## config.mk

```make
export PLATFORM = sky130hd
export DESIGN_NAME = alu_top
export DESIGN_NICKNAME = d
export VERILOG_FILES = /design/src/rtl/alu_pkg.sv /design/src/rtl/alu_control.sv /design/src/rtl/alu_top.sv
export SDC_FILE = /design/constraint.sdc
export NUM_CORES = 1
export LEC_CHECK = 0
export CORE_ASPECT_RATIO = 1.2
export CORE_MARGIN = 8
export CORE_UTILIZATION = 50
export DETAILED_ROUTE_END_ITERATION = 10
export PLACE_DENSITY = 0.75
export SLEW_MARGIN = 25
export SYNTH_ARGS = -nofsm -noshare
export SYNTH_HDL_FRONTEND = slang
export SYNTH_SLANG_ARGS = --single-unit
```

## constraint.sdc

```tcl
create_clock -name clk -period 8.6 [get_ports clk]
set_input_delay 1.72 -clock clk [delete_from_list [all_inputs] [get_ports clk]]
set_output_delay 1.72 -clock clk [all_outputs]
set_load 0.005 [all_outputs]
```

## src/rtl/alu_pkg.sv

```systemverilog
// Shared definitions for the MIPS-subset ALU.
//   - opcode constants (instruction bits [31:26])
//   - funct constants  (instruction bits [5:0], meaningful only for R-type)
//   - alu_op_e: the internal operation selected by the decoder
package alu_pkg;

  // Opcodes
  localparam logic [5:0] OP_RTYPE = 6'h00;
  localparam logic [5:0] OP_BEQ   = 6'h04;
  localparam logic [5:0] OP_BNE   = 6'h05;
  localparam logic [5:0] OP_ADDI  = 6'h08;
  localparam logic [5:0] OP_ADDIU = 6'h09;
  localparam logic [5:0] OP_SLTI  = 6'h0A;
  localparam logic [5:0] OP_SLTIU = 6'h0B;
  localparam logic [5:0] OP_ANDI  = 6'h0C;
  localparam logic [5:0] OP_ORI   = 6'h0D;
  localparam logic [5:0] OP_XORI  = 6'h0E;
  localparam logic [5:0] OP_LW    = 6'h23;
  localparam logic [5:0] OP_SW    = 6'h2B;

  // R-type funct codes
  localparam logic [5:0] F_ADD  = 6'h20;
  localparam logic [5:0] F_ADDU = 6'h21;
  localparam logic [5:0] F_SUB  = 6'h22;
  localparam logic [5:0] F_SUBU = 6'h23;
  localparam logic [5:0] F_AND  = 6'h24;
  localparam logic [5:0] F_OR   = 6'h25;
  localparam logic [5:0] F_XOR  = 6'h26;
  localparam logic [5:0] F_NOR  = 6'h27;
  localparam logic [5:0] F_SLT  = 6'h2A;
  localparam logic [5:0] F_SLTU = 6'h2B;

  typedef enum logic [3:0] {
    ALU_ADD,
    ALU_SUB,
    ALU_AND,
    ALU_OR,
    ALU_XOR,
    ALU_NOR,
    ALU_SLT,
    ALU_SLTU,
    ALU_NONE
  } alu_op_e;

endpackage

```

## src/rtl/alu_control.sv

```systemverilog
// ALU decoder: maps (opcode, func_field) to an alu_op_e.
// Purely combinational. Anything not recognised decodes to ALU_NONE,
// which the datapath turns into a zero result.
//   opcode     - instruction bits [31:26]
//   func_field - instruction bits [5:0], used only for R-type
//   alu_op     - selected operation
module alu_control
  import alu_pkg::*;
(
  input  logic [5:0] opcode,
  input  logic [5:0] func_field,
  output alu_op_e    alu_op
);

  always_comb begin
    // NOTE: assigning a default before the case keeps every path driven,
    // so no latch is inferred for unlisted opcode/funct values.
    alu_op = ALU_NONE;
    case (opcode)
      OP_RTYPE: begin
        case (func_field)
          F_ADD, F_ADDU: alu_op = ALU_ADD;
          F_SUB, F_SUBU: alu_op = ALU_SUB;
          F_AND:         alu_op = ALU_AND;
          F_OR:          alu_op = ALU_OR;
          F_XOR:         alu_op = ALU_XOR;
          F_NOR:         alu_op = ALU_NOR;
          F_SLT:         alu_op = ALU_SLT;
          F_SLTU:        alu_op = ALU_SLTU;
          default:       alu_op = ALU_NONE;
        endcase
      end
      OP_LW, OP_SW, OP_ADDI, OP_ADDIU: alu_op = ALU_ADD;
      // Branches only need the difference; the branch unit reads zero.
      OP_BEQ, OP_BNE:                  alu_op = ALU_SUB;
      OP_ANDI:                         alu_op = ALU_AND;
      OP_ORI:                          alu_op = ALU_OR;
      OP_XORI:                         alu_op = ALU_XOR;
      OP_SLTI:                         alu_op = ALU_SLT;
      OP_SLTIU:                        alu_op = ALU_SLTU;
      default:                         alu_op = ALU_NONE;
    endcase
  end

endmodule

```

## src/rtl/alu_top.sv

```systemverilog
// Registered 32-bit MIPS-subset ALU for the EX stage.
// The decoded operation is applied to A and B combinationally and the
// result plus its zero flag are registered on the rising clock edge,
// giving a fixed one-cycle latency with a new operation every cycle.
//   clk        - system clock
//   rst        - synchronous, active-high reset (result=0, zero=1)
//   opcode     - instruction bits [31:26]
//   func_field - instruction bits [5:0]
//   A, B       - operands (B already muxed/extended by the datapath)
//   result     - registered ALU result
//   zero       - registered flag, set when result is zero
module alu_top
  import alu_pkg::*;
#(
  parameter int WIDTH = 32
) (
  input  logic             clk,
  input  logic             rst,
  input  logic [5:0]       opcode,
  input  logic [5:0]       func_field,
  input  logic [WIDTH-1:0] A,
  input  logic [WIDTH-1:0] B,
  output logic [WIDTH-1:0] result,
  output logic             zero
);

  alu_op_e          alu_op;
  logic [WIDTH-1:0] next_result;

  alu_control u_alu_control (
    .opcode     (opcode),
    .func_field (func_field),
    .alu_op     (alu_op)
  );

  // Arithmetic wraps modulo 2^WIDTH; overflow is deliberately ignored.
  always_comb begin
    next_result = '0;
    case (alu_op)
      ALU_ADD:  next_result = A + B;
      ALU_SUB:  next_result = A - B;
      ALU_AND:  next_result = A & B;
      ALU_OR:   next_result = A | B;
      ALU_XOR:  next_result = A ^ B;
      ALU_NOR:  next_result = ~(A | B);
      ALU_SLT:  next_result = {{(WIDTH-1){1'b0}}, ($signed(A) < $signed(B))};
      ALU_SLTU: next_result = {{(WIDTH-1){1'b0}}, (A < B)};
      default:  next_result = '0;
    endcase
  end

  // zero is derived from next_result so it always matches the registered result.
  always_ff @(posedge clk) begin
    // NOTE: non-blocking assignments here so every register samples
    // pre-edge values, independent of statement order.
    if (rst) begin
      result <= '0;
      zero   <= 1'b1;
    end else begin
      result <= next_result;
      zero   <= (next_result == '0);
    end
  end

endmodule

```

### After elaboration in Yosys (flattened, before gate mapping)

Cells that the tools add are included.

| storage, ports and cells | value |
|---|---|
| register bits after elaboration | 33 |
| input bits | 78 |
| output and inout bits | 33 |
| logic and storage cells | 48 |

| operators by class | value |
|---|---|
| $add $sub $neg | 2 |
| $lt $le $gt $ge | 2 |
| eq/ne operators | 28 |
| muxes and demuxes | 3 |
| bitwise operators | 4 |
| reduce and logical (&&, ||, !) cells | 7 |

Operator list:

| operator | number |
|---|---|
| $pmux W32 S8 | 1 |
| $eq A6 B6 Y1 const B | 12 |
| $lt A32 B32 Y1 | 2 |
| $pmux W4 S8 | 2 |
| $eq A6 B4 Y1 const B | 7 |
| $add A32 B32 Y32 | 1 |
| $and A32 B32 Y32 | 1 |
| $logic_not A32 Y1 | 1 |
| $not A32 Y32 | 1 |
| $or A32 B32 Y32 | 1 |
| $sub A32 B32 Y32 | 1 |
| $xor A32 B32 Y32 | 1 |
| $eq A4 B3 Y1 const B | 4 |
| $eq A6 B3 Y1 const B | 2 |
| $eq A4 B2 Y1 const B | 2 |
| $logic_not A6 Y1 | 1 |
| $reduce_or A2 Y1 | 3 |
| $eq A4 B1 Y1 const B | 1 |
| $logic_not A4 Y1 | 1 |
| $reduce_or A4 Y1 | 1 |

### Depth between registers and ports, before layout

| logic depth | value |
|---|---|
| depth after elaboration | 7 |
| gate-level depth with buffers | 15 |
| depth with buffers taken out | 14 |

### Modules after synthesis

Synthesis repeated with hierarchy kept, for this count alone.

| second synthesis, totals | value |
|---|---|
| cell total of the unflattened synthesis | 1120 |
| area total of the unflattened synthesis | 7805.0 µm² |

Modules (own cells, without submodules):

| module | instances | cells an instance | area an instance (µm²) |
|---|---|---|---|
| alu_top | 1 | 1085 | 7572.3 |
| alu_control | 1 | 35 | 232.7 |

### Worst setup path after synthesis

No wires, ideal clock.

| timing path | value |
|---|---|
| kind | input to register |
| start | in A[0] |
| end | reg zero |
| setup time | 0.084 ns |
| arrival | 4.476 ns |
| required time | 8.516 ns |
| setup slack | 4.040 ns |
| stages on the path | 14 |
| path buffers | 0 |
| path through | ha_1 inv_1 fa_1 and2b_1 o2111ai_1 a211o_1 a21oi_1 a21oi_1 o41ai_1 mux2i_1 a2111oi_0 and4b_1 nand4_1 o31ai_2 |

| on the way | value |
|---|---|
| word-level cells in the longest chain between the ends | 4 |

RTL lines:

| item | line | text |
|---|---|---|
| from (decl) | alu_top.sv:21 | `input logic [WIDTH-1:0] A,` |
| parallel branches: the longest is 2 deep, another holds $sub A32 B32 Y32 | -- |  |
| $pmux W32 S8 (*) | alu_top.sv:39 | `case (alu_op)` |
| $logic_not A32 Y1 (*) | alu_top.sv:61 | `zero <= (next_result == '0);` |
| to (signal assigned) | alu_top.sv:61 |  |
| to (decl) | alu_top.sv:24 | `output logic zero` |

Mark *: on every way between the ends.
A chain may end at the register's enable or synchronous reset.

### Final worst setup path

| timing path | value |
|---|---|
| start | in opcode[1] |
| end | reg zero |

| on the way | value |
|---|---|
| word-level cells in the longest chain between the ends | 6 |

RTL lines:

| item | line | text |
|---|---|---|
| from (decl) | alu_top.sv:19 | `input logic [5:0] opcode,` |
| $eq A6 B6 Y1, or another cell as far along | alu_control.sv:19 | `case (opcode)` |
| $reduce_or A4 Y1 / $reduce_or A2 Y1 (equally long branches) | alu_control.sv:19 |  |
| $pmux W4 S8 (*) | alu_control.sv:19 |  |
| $eq A4 B3 Y1, or another cell as far along | alu_top.sv:39 |  |
| $pmux W32 S8 (*) | alu_top.sv:39 |  |
| $logic_not A32 Y1 (*) | alu_top.sv:61 |  |

Mark *: on every way between the ends. The rest lies on a longest branch, timed or not.

==> impl_metrics.toml <==
[global_route]
grt-ovfl-total = 0
grt_max_degree = 35
antenna_found_initial = 0
grt_pass1_vias = 7835
grt_pass1_wl_um = 39700
track_usage_pct = 25.8

[yosys]
ys_seq_elements = 33
avgSynthCellArea_um2 = 7.12
ys_seq_area_share_pct = 9.31
synthFlopType = "dfxtp_1"
muxShareOfSynthArea_pct = 2.17
syn-instance-count = 996
yosysWarnings = 0
yosys.area_share.adder_pct = 17.5
synth_cell_types = 93
synth_nets = 1172
synth_compound_area_share_pct = 37.3
synth-xor-area-share_pct = 1.60
synthSimpleGateAreaFrac_pct = 22.6
synth_top_family_by_area = "compound AO/OA/AOI/OAI gates"
syn_area_um2 = 7090
ys_async_sr_fraction_pct = 0
synth-edff-count = 0

[cts]
cts-htree-levels = 2
cts-root-buf = "clkbuf_16"
cts_made_buffers = 5
clock_path_buffers = 2
cts_hold_buf = 0
cts_tree = "done"
postCtsSetupBuffers = 0
cts_sinks = 33
cts.repair.resized = 0
clk_pin_slew_worst_paths_ns = 0.07

[cells_and_area]
drive_gt1_share_pct = 5.54
nets = 1241
fillCellCount = 1294
instances_no_fill = 1236
syn2layout_area_growth_pct = 17.4
diodes = 0
final_cell_mix = "109 x clkdlybuf4s50_1, 96 x ha_1, 95 x inv_1, 94 x a21oi_1, 85 x nor2_1"
mostFrequentLayoutCell = "clkdlybuf4s50_1"

[pwr]
cellPowerDensity_nw_per_um2 = 96.1
irDropWorstVdd_mv = 0.0766
power_mw = 0.800
leakagePower_nw = 3.56

[detailed_routing]
wl_per_cell_um = 20.1
met2_wirelength_um = 11300
drtIter0Drc = 685
drcViolationCount = 0
vias_per_cell = 6.55
drtAntennaViolNets = 0
dr.pass1.iters = 7
routed.top_layer = "met4"
drt-met1-wl_um = 10200
wl_met3_um = 2340
num_vias = 8091
wirelength_um = 24900

[setup_path]
crit_type = "in -> reg"
path_cells = "clkdlybuf4s50_1 -> nor4_4 -> o211ai_1 -> nand4_2 -> a21oi_2 -> a221oi_2 -> o22ai_1 -> nor4b_1 -> nand4_1 -> nor4_1 -> nand4_1 -> o31ai_2"
arrival_ns = 6.19
critPathSlowestCell = "clkdlybuf4s50_1"
start_kind = "primary input"
worstSetupEndpointType = "register"
crit_path_start = "opcode[1]"
crit_top_cell = "nand4_1"
crit_path_end = "zero"
crit_required_ns = 8.81
cpPeakStageDelay_ns = 0.62
crit_fanout = 17

[timing]
setup_viol = 0
rsz0062_at_grt = "no"
period_needed_ns = 5.98
final-hold-violation-count = 0
finalSetupTns_ns = 0
worst_pin_slew_ns = 1.13
drv_slew = 0
max-slew-margin-rel_pct = 24.7
min_period_over_period_pct = 69.5
finalWorstSetupSlack_ns = 2.62
fmax_mhz = 167

[floorplan]
num_rows = 47
die_area_um2 = 18300
pin_count = 111
die_w_um = 125
initial_core_util_pct = 51.3
core_um2 = 13800
die_height_um = 146

[hold_path]
min_path_type = "in -> reg"

[place]
numPortBuffers = 110
globalplace.congestion = 0.967
dp_hpwl_um = 19000
dpl_worst_slack_ns = 2.48
dp.cells = 1229

[run]
maxCapViolCount = 0

[outcome]
outcome = "completed"
==> cell type report <==
cell class              instances  area, µm²  share of cell area, %
multi-input cells             810       5790                   69.5
repair buffers                118       1160                   13.9
well taps                     171        214                   2.57
flip-flops and latches         33        661                   7.93
clock buffers                   7        143                   1.71
inverters                      97        364                   4.37
==> cells in the mapped netlist (7+ instances only) <==
cell type / count / area (µm²)
a221o_1: 12 / 120
a21oi_1: 94 / 470
o21ai_0: 59 / 295
inv_1: 95 / 357
buf_2: 22 / 110
nand3_1: 17 / 85.1
o211ai_1: 14 / 105
nand2_1: 73 / 274
o21bai_1: 13 / 97.6
nand4_1: 16 / 100
o21a_1: 7 / 52.6
o31ai_1: 8 / 60.1
and2_1: 11 / 68.8
a31oi_1: 13 / 81.3
o221ai_1: 9 / 78.8
nor3_1: 18 / 90.1
nand2b_1: 10 / 62.6
nor2_1: 85 / 319
ha_1: 96 / 1200
nor4_1: 17 / 106
or3_1: 9 / 56.3
dfxtp_1: 33 / 661
o311ai_0: 9 / 78.8
clkbuf_1: 20 / 75.1
a22oi_1: 14 / 105
mux2i_1: 12 / 120
xnor2_1: 9 / 78.8
nor2b_1: 14 / 87.6
a211oi_1: 18 / 135
a221oi_1: 10 / 87.6
a21o_1: 17 / 128
buf_4: 7 / 52.6
==> critical path: cells and delay by family <==
| family | cells | cell delay, ns |
|---|---|---|
| AND/OR/NAND/NOR | 6 | 2.43 |
| AO/OA/AOI/OAI | 5 | 1.40 |
| buffers and inverters | 1 | 0.62 |
==> sequential cells by signal (all words and copies together), names as in the netlist <==
register  count
result       32
zero          1
==> metal layers <==
layer  vias up  track usage, %
li1       3816               -
met1      3752            31.1
met2       445            42.7
met3        78            5.32
met4         0            12.7
met5         -               0
==> cells by family after synthesis <==
| group | count (synthesis) |
|---|---|
| muxes | 15 |
| xor gates and xnor gates | 13 |
| adders and majority gates | 98 |
| AOI/OAI and AO/OA | 373 |
| buffers and inverters | 153 |
| DFF | 33 |
| and+or+nand+nor | 311 |
==> report_power, final <==
group          switching [mW]  total [mW]  internal, mW
sequential            0.00252       0.166         0.163
combinational           0.262       0.444         0.182
clock                  0.0759       0.190         0.114
==> stage by stage <==
stage                     cell area [µm²]  hold WS (ns)  util [%]
after floorplan                      7090          1.79         -
after global placement               8190          2.43      59.3
after detailed placement             8190          2.43      59.3
after CTS                            8330          2.39      60.3
after global routing                 8330          1.93      60.3
final                                8330          1.92      60.3
==> how the worst min path moves through the flow <==
stage / startpoint / endpoint / slack [ns] / depth (start not counted)
floorplan: rst / result[23] / 1.79 / 1
global placement: result[21] / result[21] / 2.43 / 1
detailed placement: result[25] / result[25] / 2.43 / 1
CTS: opcode[4] / result[31] / 2.39 / 4
global route: rst / result[26] / 1.93 / 2
finish: rst / result[26] / 1.92 / 2
(Power assumes the default switching activity.)
